### config.mk
export PLATFORM = sky130hd
export DESIGN_NAME = seq_mult_ctrl_flat
export DESIGN_NICKNAME = d
export VERILOG_FILES = /design/src/rtl/seq_mult_pkg.sv /design/src/rtl/seq_mult_ctrl_if.sv /design/src/rtl/seq_mult_collect.sv /design/src/rtl/seq_mult_ctrl.sv /design/src/flat_wrapper.sv
export SDC_FILE = /design/constraint.sdc
export NUM_CORES = 1
export LEC_CHECK = 0
export ABC_AREA = 1
export BUFFER_PORTS_ARGS = -buffer_cell sky130_fd_sc_hd__clkbuf_2
export CORE_UTILIZATION = 50
export DETAILED_ROUTE_END_ITERATION = 12
export GPL_ROUTABILITY_DRIVEN = 1
export GPL_TIMING_DRIVEN = 1
export PLACE_DENSITY = 0.86
export SLEW_MARGIN = 20
export SYNTH_ARGS = -nofsm -noshare
export SYNTH_HDL_FRONTEND = slang
export SYNTH_HIERARCHICAL = 1
export SYNTH_SLANG_ARGS = --single-unit
### constraint.sdc
create_clock -name clk -period 1.86 [get_ports clk]
set_input_delay 0.093 -clock clk [delete_from_list [all_inputs] [get_ports clk]]
set_output_delay 0.093 -clock clk [all_outputs]
set_load 0.005 [all_outputs]
### src/rtl/seq_mult_pkg.sv
`default_nettype none
// +----------------------------------------------------------------------+
// | Module      : seq_mult_pkg                                           |
// | Description : Shared types and constants for the seq_mult sequencer. |
// | Revision    : 1.0 - initial release                                  |
// +----------------------------------------------------------------------+
package seq_mult_pkg;

   // Largest supported digit count per operand
   localparam int MAX_N = 8;

   // Width of the digit-index selects driven into seq_mult
   localparam int IDX_W = $clog2(MAX_N);

   // Width of the column counter; columns run 0 .. 2*MAX_N-2
   localparam int COL_W = IDX_W + 1;

   // Operation sequence of the controller
   typedef enum logic [2:0] {
      S_IDLE  = 3'd0,
      S_START = 3'd1,
      S_MAC   = 3'd2,
      S_LAST  = 3'd3,
      S_CAPT  = 3'd4,
      S_DONE  = 3'd5
   } seq_state_e;

   // Smaller of two column-width indices
   function automatic logic [COL_W-1:0] min_idx(input logic [COL_W-1:0] a,
                                                input logic [COL_W-1:0] b);
      return (a < b) ? a : b;
   endfunction

endpackage
`default_nettype wire

### src/rtl/seq_mult_ctrl_if.sv
`default_nettype none
// +----------------------------------------------------------------------+
// | Module      : seq_mult_ctrl_if                                       |
// | Description : Request / result handshake bundle of seq_mult_ctrl.    |
// | Revision    : 1.0 - initial release                                  |
// +----------------------------------------------------------------------+
interface seq_mult_ctrl_if #(
   parameter int W = 16
) ();

   logic           req_valid;
   logic           req_ready;
   logic [W-1:0]   req_a;
   logic [W-1:0]   req_b;
   logic           req_signed;
   logic           res_valid;
   logic           res_ready;
   logic [2*W-1:0] res_prod;

   // Controller side
   modport slave (
      input  req_valid, req_a, req_b, req_signed, res_ready,
      output req_ready, res_valid, res_prod
   );

   // Operand source / result consumer side
   modport master (
      output req_valid, req_a, req_b, req_signed, res_ready,
      input  req_ready, res_valid, res_prod
   );

endinterface
`default_nettype wire

### src/rtl/seq_mult_collect.sv
`default_nettype none
// +----------------------------------------------------------------------+
// | Module      : seq_mult_collect                                       |
// | Description : Captures multiplier output digits into the product.    |
// | Revision    : 1.0 - initial release                                  |
// +----------------------------------------------------------------------+
module seq_mult_collect #(
   parameter int P = 2,
   parameter int W = 16
) (
   input  logic           clk,
   input  logic           rst_n,
   input  logic           clear,
   input  logic           cap_req,
   input  logic [P-1:0]   digit,
   output logic [2*W-1:0] prod
);

   logic           r_cap_en;
   logic [2*W-1:0] r_prod;

   // A digit appears one cycle after its strobe, so the capture enable lags by one
   always_ff @(posedge clk or negedge rst_n) begin
      if (!rst_n) begin
         r_cap_en <= 1'b0;
      end else begin
         r_cap_en <= cap_req;
      end
   end

   // Product shift register: new digits enter at the top, first digit ends at the LSB
   always_ff @(posedge clk or negedge rst_n) begin
      if (!rst_n) begin
         r_prod <= '0;
      end else if (clear) begin
         r_prod <= '0;
      end else if (r_cap_en) begin
         r_prod <= {digit, r_prod[2*W-1:P]};
      end
   end

   assign prod = r_prod;

endmodule
`default_nettype wire

### src/rtl/seq_mult_ctrl.sv
`default_nettype none
// +----------------------------------------------------------------------+
// | Module      : seq_mult_ctrl                                          |
// | Description : Sequencer and result collector for digit-serial        |
// |               multiplier seq_mult (product-scanning schedule).       |
// | Revision    : 1.0 - initial release                                  |
// +----------------------------------------------------------------------+
module seq_mult_ctrl
   import seq_mult_pkg::*;
#(
   parameter int             P           = 2,
   parameter int             W           = 16,
   parameter logic [4*P-1:0] SIGNED_INIT = '0
) (
   input  logic             clk,
   input  logic             rst_n,
   seq_mult_ctrl_if.slave   bus,
   output logic             mul_start,
   output logic [W-1:0]     mul_a,
   output logic [W-1:0]     mul_b,
   output logic [IDX_W-1:0] mul_sel_a,
   output logic [IDX_W-1:0] mul_sel_b,
   output logic             mul_count_last2,
   output logic             mul_last_out,
   output logic             mul_invert_first,
   output logic             mul_invert_second,
   output logic [4*P-1:0]   mul_init_sum,
   output logic [1:0]       mul_count_shift_in,
   input  logic [P-1:0]     mul_p
);

   localparam int N = W / P;
   localparam logic [COL_W-1:0] c_n_m1   = COL_W'(N - 1);
   localparam logic [COL_W-1:0] c_k_last = COL_W'(2 * N - 2);

   seq_state_e       r_state;
   seq_state_e       w_state_nxt;
   logic [COL_W-1:0] r_k;
   logic [COL_W-1:0] w_k_nxt;
   logic [IDX_W-1:0] r_i;
   logic [IDX_W-1:0] w_i_nxt;
   logic [W-1:0]     r_a;
   logic [W-1:0]     r_b;
   logic             r_signed;

   logic             w_accept;
   logic             w_req_ready;
   logic             w_res_valid;
   logic [COL_W-1:0] w_i_ext;
   logic [COL_W-1:0] w_i_last;
   logic [COL_W-1:0] w_j;
   logic [COL_W-1:0] w_k_inc;
   logic [IDX_W-1:0] w_i_first;
   logic             w_col_end;
   logic [2*W-1:0]   w_prod;

   // Column geometry: i walks max(0,k-N+1) .. min(k,N-1), j = k - i
   assign w_i_ext   = {{(COL_W-IDX_W){1'b0}}, r_i};
   assign w_i_last  = min_idx(r_k, c_n_m1);
   assign w_j       = r_k - w_i_ext;
   assign w_col_end = (w_i_ext == w_i_last);
   assign w_k_inc   = r_k + 1'b1;
   assign w_i_first = (w_k_inc > c_n_m1) ? IDX_W'(w_k_inc - c_n_m1) : '0;

   assign w_accept  = (r_state == S_IDLE) && bus.req_valid;

   // Next-state, schedule counters and all decoded strobes
   always_comb begin
      w_state_nxt       = r_state;
      w_k_nxt           = r_k;
      w_i_nxt           = r_i;
      w_req_ready       = 1'b0;
      w_res_valid       = 1'b0;
      mul_start         = 1'b0;
      mul_sel_a         = '0;
      mul_sel_b         = '0;
      mul_count_last2   = 1'b0;
      mul_last_out      = 1'b0;
      mul_invert_first  = 1'b0;
      mul_invert_second = 1'b0;
      mul_init_sum      = '0;
      case (r_state)
         S_IDLE: begin
            w_req_ready = 1'b1;
            if (bus.req_valid) begin
               w_state_nxt = S_START;
            end
         end
         S_START: begin
            mul_start    = 1'b1;
            mul_init_sum = r_signed ? SIGNED_INIT : '0;
            w_k_nxt      = '0;
            w_i_nxt      = '0;
            w_state_nxt  = S_MAC;
         end
         S_MAC: begin
            mul_sel_a         = r_i;
            mul_sel_b         = w_j[IDX_W-1:0];
            mul_invert_first  = r_signed & (w_i_ext == c_n_m1);
            mul_invert_second = r_signed & (w_j == c_n_m1);
            if (w_col_end) begin
               mul_count_last2 = 1'b1;
               if (r_k == c_k_last) begin
                  w_state_nxt = S_LAST;
               end else begin
                  w_k_nxt = w_k_inc;
                  w_i_nxt = w_i_first;
               end
            end else begin
               w_i_nxt = r_i + 1'b1;
            end
         end
         S_LAST: begin
            mul_last_out = 1'b1;
            w_state_nxt  = S_CAPT;
         end
         S_CAPT: begin
            w_state_nxt = S_DONE;
         end
         S_DONE: begin
            w_res_valid = 1'b1;
            if (bus.res_ready) begin
               w_state_nxt = S_IDLE;
            end
         end
         default: begin
            w_state_nxt = S_IDLE;
         end
      endcase
   end

   // State register and column/row counters
   always_ff @(posedge clk or negedge rst_n) begin
      if (!rst_n) begin
         r_state <= S_IDLE;
         r_k     <= '0;
         r_i     <= '0;
      end else begin
         r_state <= w_state_nxt;
         r_k     <= w_k_nxt;
         r_i     <= w_i_nxt;
      end
   end

   // Operand latch: held from acceptance until the next acceptance
   always_ff @(posedge clk or negedge rst_n) begin
      if (!rst_n) begin
         r_a      <= '0;
         r_b      <= '0;
         r_signed <= 1'b0;
      end else if (w_accept) begin
         r_a      <= bus.req_a;
         r_b      <= bus.req_b;
         r_signed <= bus.req_signed;
      end
   end

   seq_mult_collect #(
      .P (P),
      .W (W)
   ) u_collect (
      .clk     (clk),
      .rst_n   (rst_n),
      .clear   (w_accept),
      .cap_req (mul_count_last2 | mul_last_out),
      .digit   (mul_p),
      .prod    (w_prod)
   );

   assign mul_a              = r_a;
   assign mul_b              = r_b;
   assign mul_count_shift_in = 2'b00;
   assign bus.req_ready      = w_req_ready;
   assign bus.res_valid      = w_res_valid;
   assign bus.res_prod       = w_prod;

endmodule
`default_nettype wire

### src/flat_wrapper.sv
// flat-port wrapper written by rule: the top's interface ports become plain ports
module seq_mult_ctrl_flat import seq_mult_pkg::*;
#(
   parameter int             P           = 2,
   parameter int             W           = 16,
   parameter logic [4*P-1:0] SIGNED_INIT = '0
)
  (clk, rst_n, mul_start, mul_a, mul_b, mul_sel_a, mul_sel_b, mul_count_last2, mul_last_out, mul_invert_first, mul_invert_second, mul_init_sum, mul_count_shift_in, mul_p, bus_req_valid, bus_req_a, bus_req_b, bus_req_signed, bus_res_ready, bus_req_ready, bus_res_valid, bus_res_prod);
  seq_mult_ctrl_if #(.W(W)) bus_i ();
  input  logic clk;
  input  logic rst_n;
  output logic mul_start;
  output logic [W-1:0] mul_a;
  output logic [W-1:0] mul_b;
  output logic [IDX_W-1:0] mul_sel_a;
  output logic [IDX_W-1:0] mul_sel_b;
  output logic mul_count_last2;
  output logic mul_last_out;
  output logic mul_invert_first;
  output logic mul_invert_second;
  output logic [4*P-1:0] mul_init_sum;
  output logic [1:0] mul_count_shift_in;
  input  logic [P-1:0] mul_p;
  input wire logic [$bits(bus_i.req_valid)-1:0] bus_req_valid;
  input wire logic [$bits(bus_i.req_a)-1:0] bus_req_a;
  input wire logic [$bits(bus_i.req_b)-1:0] bus_req_b;
  input wire logic [$bits(bus_i.req_signed)-1:0] bus_req_signed;
  input wire logic [$bits(bus_i.res_ready)-1:0] bus_res_ready;
  output wire logic [$bits(bus_i.req_ready)-1:0] bus_req_ready;
  output wire logic [$bits(bus_i.res_valid)-1:0] bus_res_valid;
  output wire logic [$bits(bus_i.res_prod)-1:0] bus_res_prod;
  assign bus_i.req_valid = bus_req_valid;
  assign bus_i.req_a = bus_req_a;
  assign bus_i.req_b = bus_req_b;
  assign bus_i.req_signed = bus_req_signed;
  assign bus_i.res_ready = bus_res_ready;
  assign bus_req_ready = bus_i.req_ready;
  assign bus_res_valid = bus_i.res_valid;
  assign bus_res_prod = bus_i.res_prod;
  seq_mult_ctrl #(.P(P), .W(W), .SIGNED_INIT(SIGNED_INIT)) u_core (.clk(clk), .rst_n(rst_n), .bus(bus_i), .mul_start(mul_start), .mul_a(mul_a), .mul_b(mul_b), .mul_sel_a(mul_sel_a), .mul_sel_b(mul_sel_b), .mul_count_last2(mul_count_last2), .mul_last_out(mul_last_out), .mul_invert_first(mul_invert_first), .mul_invert_second(mul_invert_second), .mul_init_sum(mul_init_sum), .mul_count_shift_in(mul_count_shift_in), .mul_p(mul_p));
endmodule
==> impl.org <==
** Route
- Final routed wire length divided by cell count :: 14.4 µm
- The detailed router finished its first iteration with 186 violations.
- Via density per instance :: 5.13
- Wires add up to 9.87 mm.
- The first TritonRoute pass finished after 5 iterations.
- Across all layers, the routed design uses 3524 vias.
- DRC viols :: 0
- The detail route stage leaves a number of antenna-violating nets equal to 0.

** Timing
- Of the available clock period, the critical path in the final layout requires 106%.
- Achievable Freq :: 505 MHz
- At the pin with the least slew margin, the transition time is 521 ps.
- Final number of max-transition violations :: 0
- Headroom to the max-slew limit came out at 65.2%.
- Final hold slack :: 33.0 ps
- Adding up every negative setup slack in the final design gives -120 ps.
- Setup repair after global routing could not meet its margin everywhere.
- Number of hold-slack violations in the final timing report :: 0
- For the finished layout, the period the worst path requires is 1980 ps.
- Across the routed clock network, the largest skew measured is 15.2 ps.
- Setup violations remaining at the end of the flow were counted as 1.
- Setup slack on the critical path of the routed design comes to -120 ps.

** GRT
- The number of global-route vias before repair was 3386.
- Entering global routing, the biggest net connects 47 pins.
- Number of antenna violations at the first check in global routing :: 0
- Global-route wire length before repair :: 15.5 mm
- Global router's overall resource usage :: 26.4%
- Remaining global-route overflow :: 0

** Floorplanning
- Area of the core region :: 0.00694 mm²
- Effective utilization at floorplan :: 52.7%
- Die outline height :: 87.5 µm
- The die covers 0.00766 mm².
- Pin placement for this block handled 126 I/O pins.
- The floorplan has 30 rows.
- Die width :: 87.5 µm

** Synth
- Unique cell type count in the Yosys netlist :: 31
- In the synthesized netlist the async set-or-reset flop fraction comes to 100%.
- Register bit count reported by yosys :: 76
- For this run, the leading register cell type out of synthesis is dfrtp_1.
- After synthesis, flip-flops and latches occupy 52.0% of the total area.
- Number of enable-type register cells in the synthesized netlist :: 0
- After synthesis the cells add up to 0.00366 mm².
- Counting every instance in the synthesized netlist gives 425.
- Synthesized area per cell :: 8.61 µm²
- Synthesis Warnings :: 6

** Final layout
- Layout overhead on the synthesized area :: 35.8%
- Net count reported at finish :: 633
- Diodes inserted :: 0
- Share of final-layout standard cells stronger than drive strength 1 :: 32.7%

** Critical path
- The critical path is of the register to output port type.
- CP Capture Type :: output port
- The startpoint identified for the worst register-to-register timing path is u_core/r_k[0].
- Worst EP arrival :: 1890 ps
- Startpoint kind of the worst setup timing path :: register
- The most critical setup path has its startpoint at u_core/r_k[0].
- Maximum fanout along the worst path :: 2
- At the worst endpoint, the required time is 1770 ps.

** Clock tree
- Sinks on Clock Net :: 76
- Clock latency reported for the late side of the worst-skew pair :: 350 ps
- The H-tree generated during clock tree synthesis spans 3 levels.
- Clock-pin slew on the worst setup and hold paths :: 80 ps
- Clk Tree Root Cell :: clkbuf_8
- In this run the deepest clock path goes through 2 buffers.
- TritonCTS built the clock tree.
- Total CTS buffers :: 9

** Power and ir drop
- For this design the ratio of total power to cell area is 1310 mW/mm².
- Leakage power summed over all cells :: 0.00284 µW
- VDD sags by at most 0.879 mV.

** Run status
- The final reports fail on negative setup slack.
- The run finished, with violations left.

** Worst hold path
- The min-delay analysis places its worst path in the category input pin to register.
- Worst Min Path Start :: bus_res_ready

** Placement
- At the end of routability-driven placement, the weighted congestion stood at 0.834.
- Half-perimeter wire length after detailed placement :: 5.80 mm
- Port bufs :: 115

** Run
- Across the run, the number of max-cap violations was 0.
==> synth_stat cells, types with 2 or more instances <==
library cell,count,area share (%)
nand2_4,3,0.92
xnor2_1,2,0.48
inv_2,6,0.62
nor3_1,2,0.27
dfrtp_1,76,52
nand2_1,190,19
nand4_1,7,1.2
ha_1,7,2.4
nor2_1,12,1.2
inv_1,17,1.7
a21oi_1,4,0.55
nand3_2,5,1.4
nand2_2,6,1.0
nand3_1,44,6.0
buf_4,15,3.1
nor2_8,2,1.1
buf_2,6,0.82
o21ai_0,2,0.27
o21ai_2,4,0.96
buf_6,4,1.2
==> cell usage in the layout, fill, tap and decap left out, types with 3 or more instances in the layout <==
cell	instances
inv_2	9
dlygate4sd3_1	36
clkbuf_2	112
nand2_4	4
nand3_2	6
clkinvlp_4	3
clkbuf_8	10
nand4_1	7
conb_1	10
nand3_1	43
a21oi_1	4
nand2_2	6
nor2_1	11
ha_1	3
dfrtp_1	73
dfrtp_2	3
o21ai_2	4
nand2_1	189
buf_4	16
inv_1	14
ha_4	4
==> sequential cells by signal, summed over array words and instances, names as in the netlist <==
name	flops
u_core/u_collect/prod	32
u_core/mul_a	16
u_core/mul_b	16
u_core/r_k	4
u_core/r_i	3
u_core/r_state	3
u_core/r_signed	1
u_core/u_collect/r_cap_en	1
==> cells by family after synthesis <==
kind of cell	after synthesis	synth area share, %
xor+xnor	2	0.479
other cells	1	0.103
flops	76	52.0
compound gates	11	1.91
buf+inv	50	8.04
simple gates	277	34.5
fa+ha+maj	8	2.94
==> stage by stage <==
step	total power, µW	area, µm²	utilization (%)	setup WS (ps)	cells
2_1_floorplan	4090	3690	-	188	434
3_3_place_gp	4790	4250	61.3	208	626
3_5_place_dp	4890	4250	61.3	174	626
4_1_cts	6380	4920	70.8	-149	685
5_1_grt	6930	4970	71.5	-246	687
6_report	6500	4970	71.5	-120	687
==> timing repair <==
action                     CTS  global route
pin swaps                   10             4
hold buffers                36             0
setup endpoints to repair    3             4
resized for setup           11             9
setup buffers                7             2
hold endpoints to repair    65             0
==> power breakdown <==
part	total, µW	switching (µW)	internal, µW
combinational	2650	1620	1040
sequential	2540	392	2150
clock	1310	644	666
total	6500	2650	3850
==> per-layer routing <==
layer	wire length [µm]	GRT usage, %	vias up	part of all wire (%)
li1	-	-	1639	-
met1	3920	32.2	1690	40
met2	5050	44.2	159	51
met3	479	5.94	36	4.9
met4	424	13.3	0	4.3
met5	0	0	-	0
==> path summary, 6_finish.rpt <==
check                                             to  slack [ps]  depth (start not counted)
hold reg to reg                     u_core/mul_b[14]         490                          2
setup / recovery                   mul_invert_second        -120                          7
max in group asynchronous  u_core/u_collect/prod[17]        1050                          3
hold / removal                     u_core/r_state[0]          30                          4
min in group asynchronous  u_core/u_collect/prod[25]         230                          2
setup reg to reg                       u_core/r_k[1]         140                         11
==> critical path, stage by stage, from the launching register on <==
cell and delay [ps]:
dfrtp_1 390, inv_2 80, ha_4 120, inv_2 40
fa_2 370, xnor2_2 150, nor4_2 240, buf_2 150
==> area by class of cell <==
| class | instances | area (µm²) |
|---|---|---|
| well taps | 96 | 120 |
| multi-input cells | 308 | 1570 |
| clock inverters | 6 | 70.1 |
| inverters | 24 | 92.6 |
| repair buffers | 167 | 1070 |
| flip-flops and latches | 76 | 1910 |
| clock buffers | 10 | 138 |
| fillers | 501 | 1980 |
No activity file was read; power rests on OpenSTA's default activity.
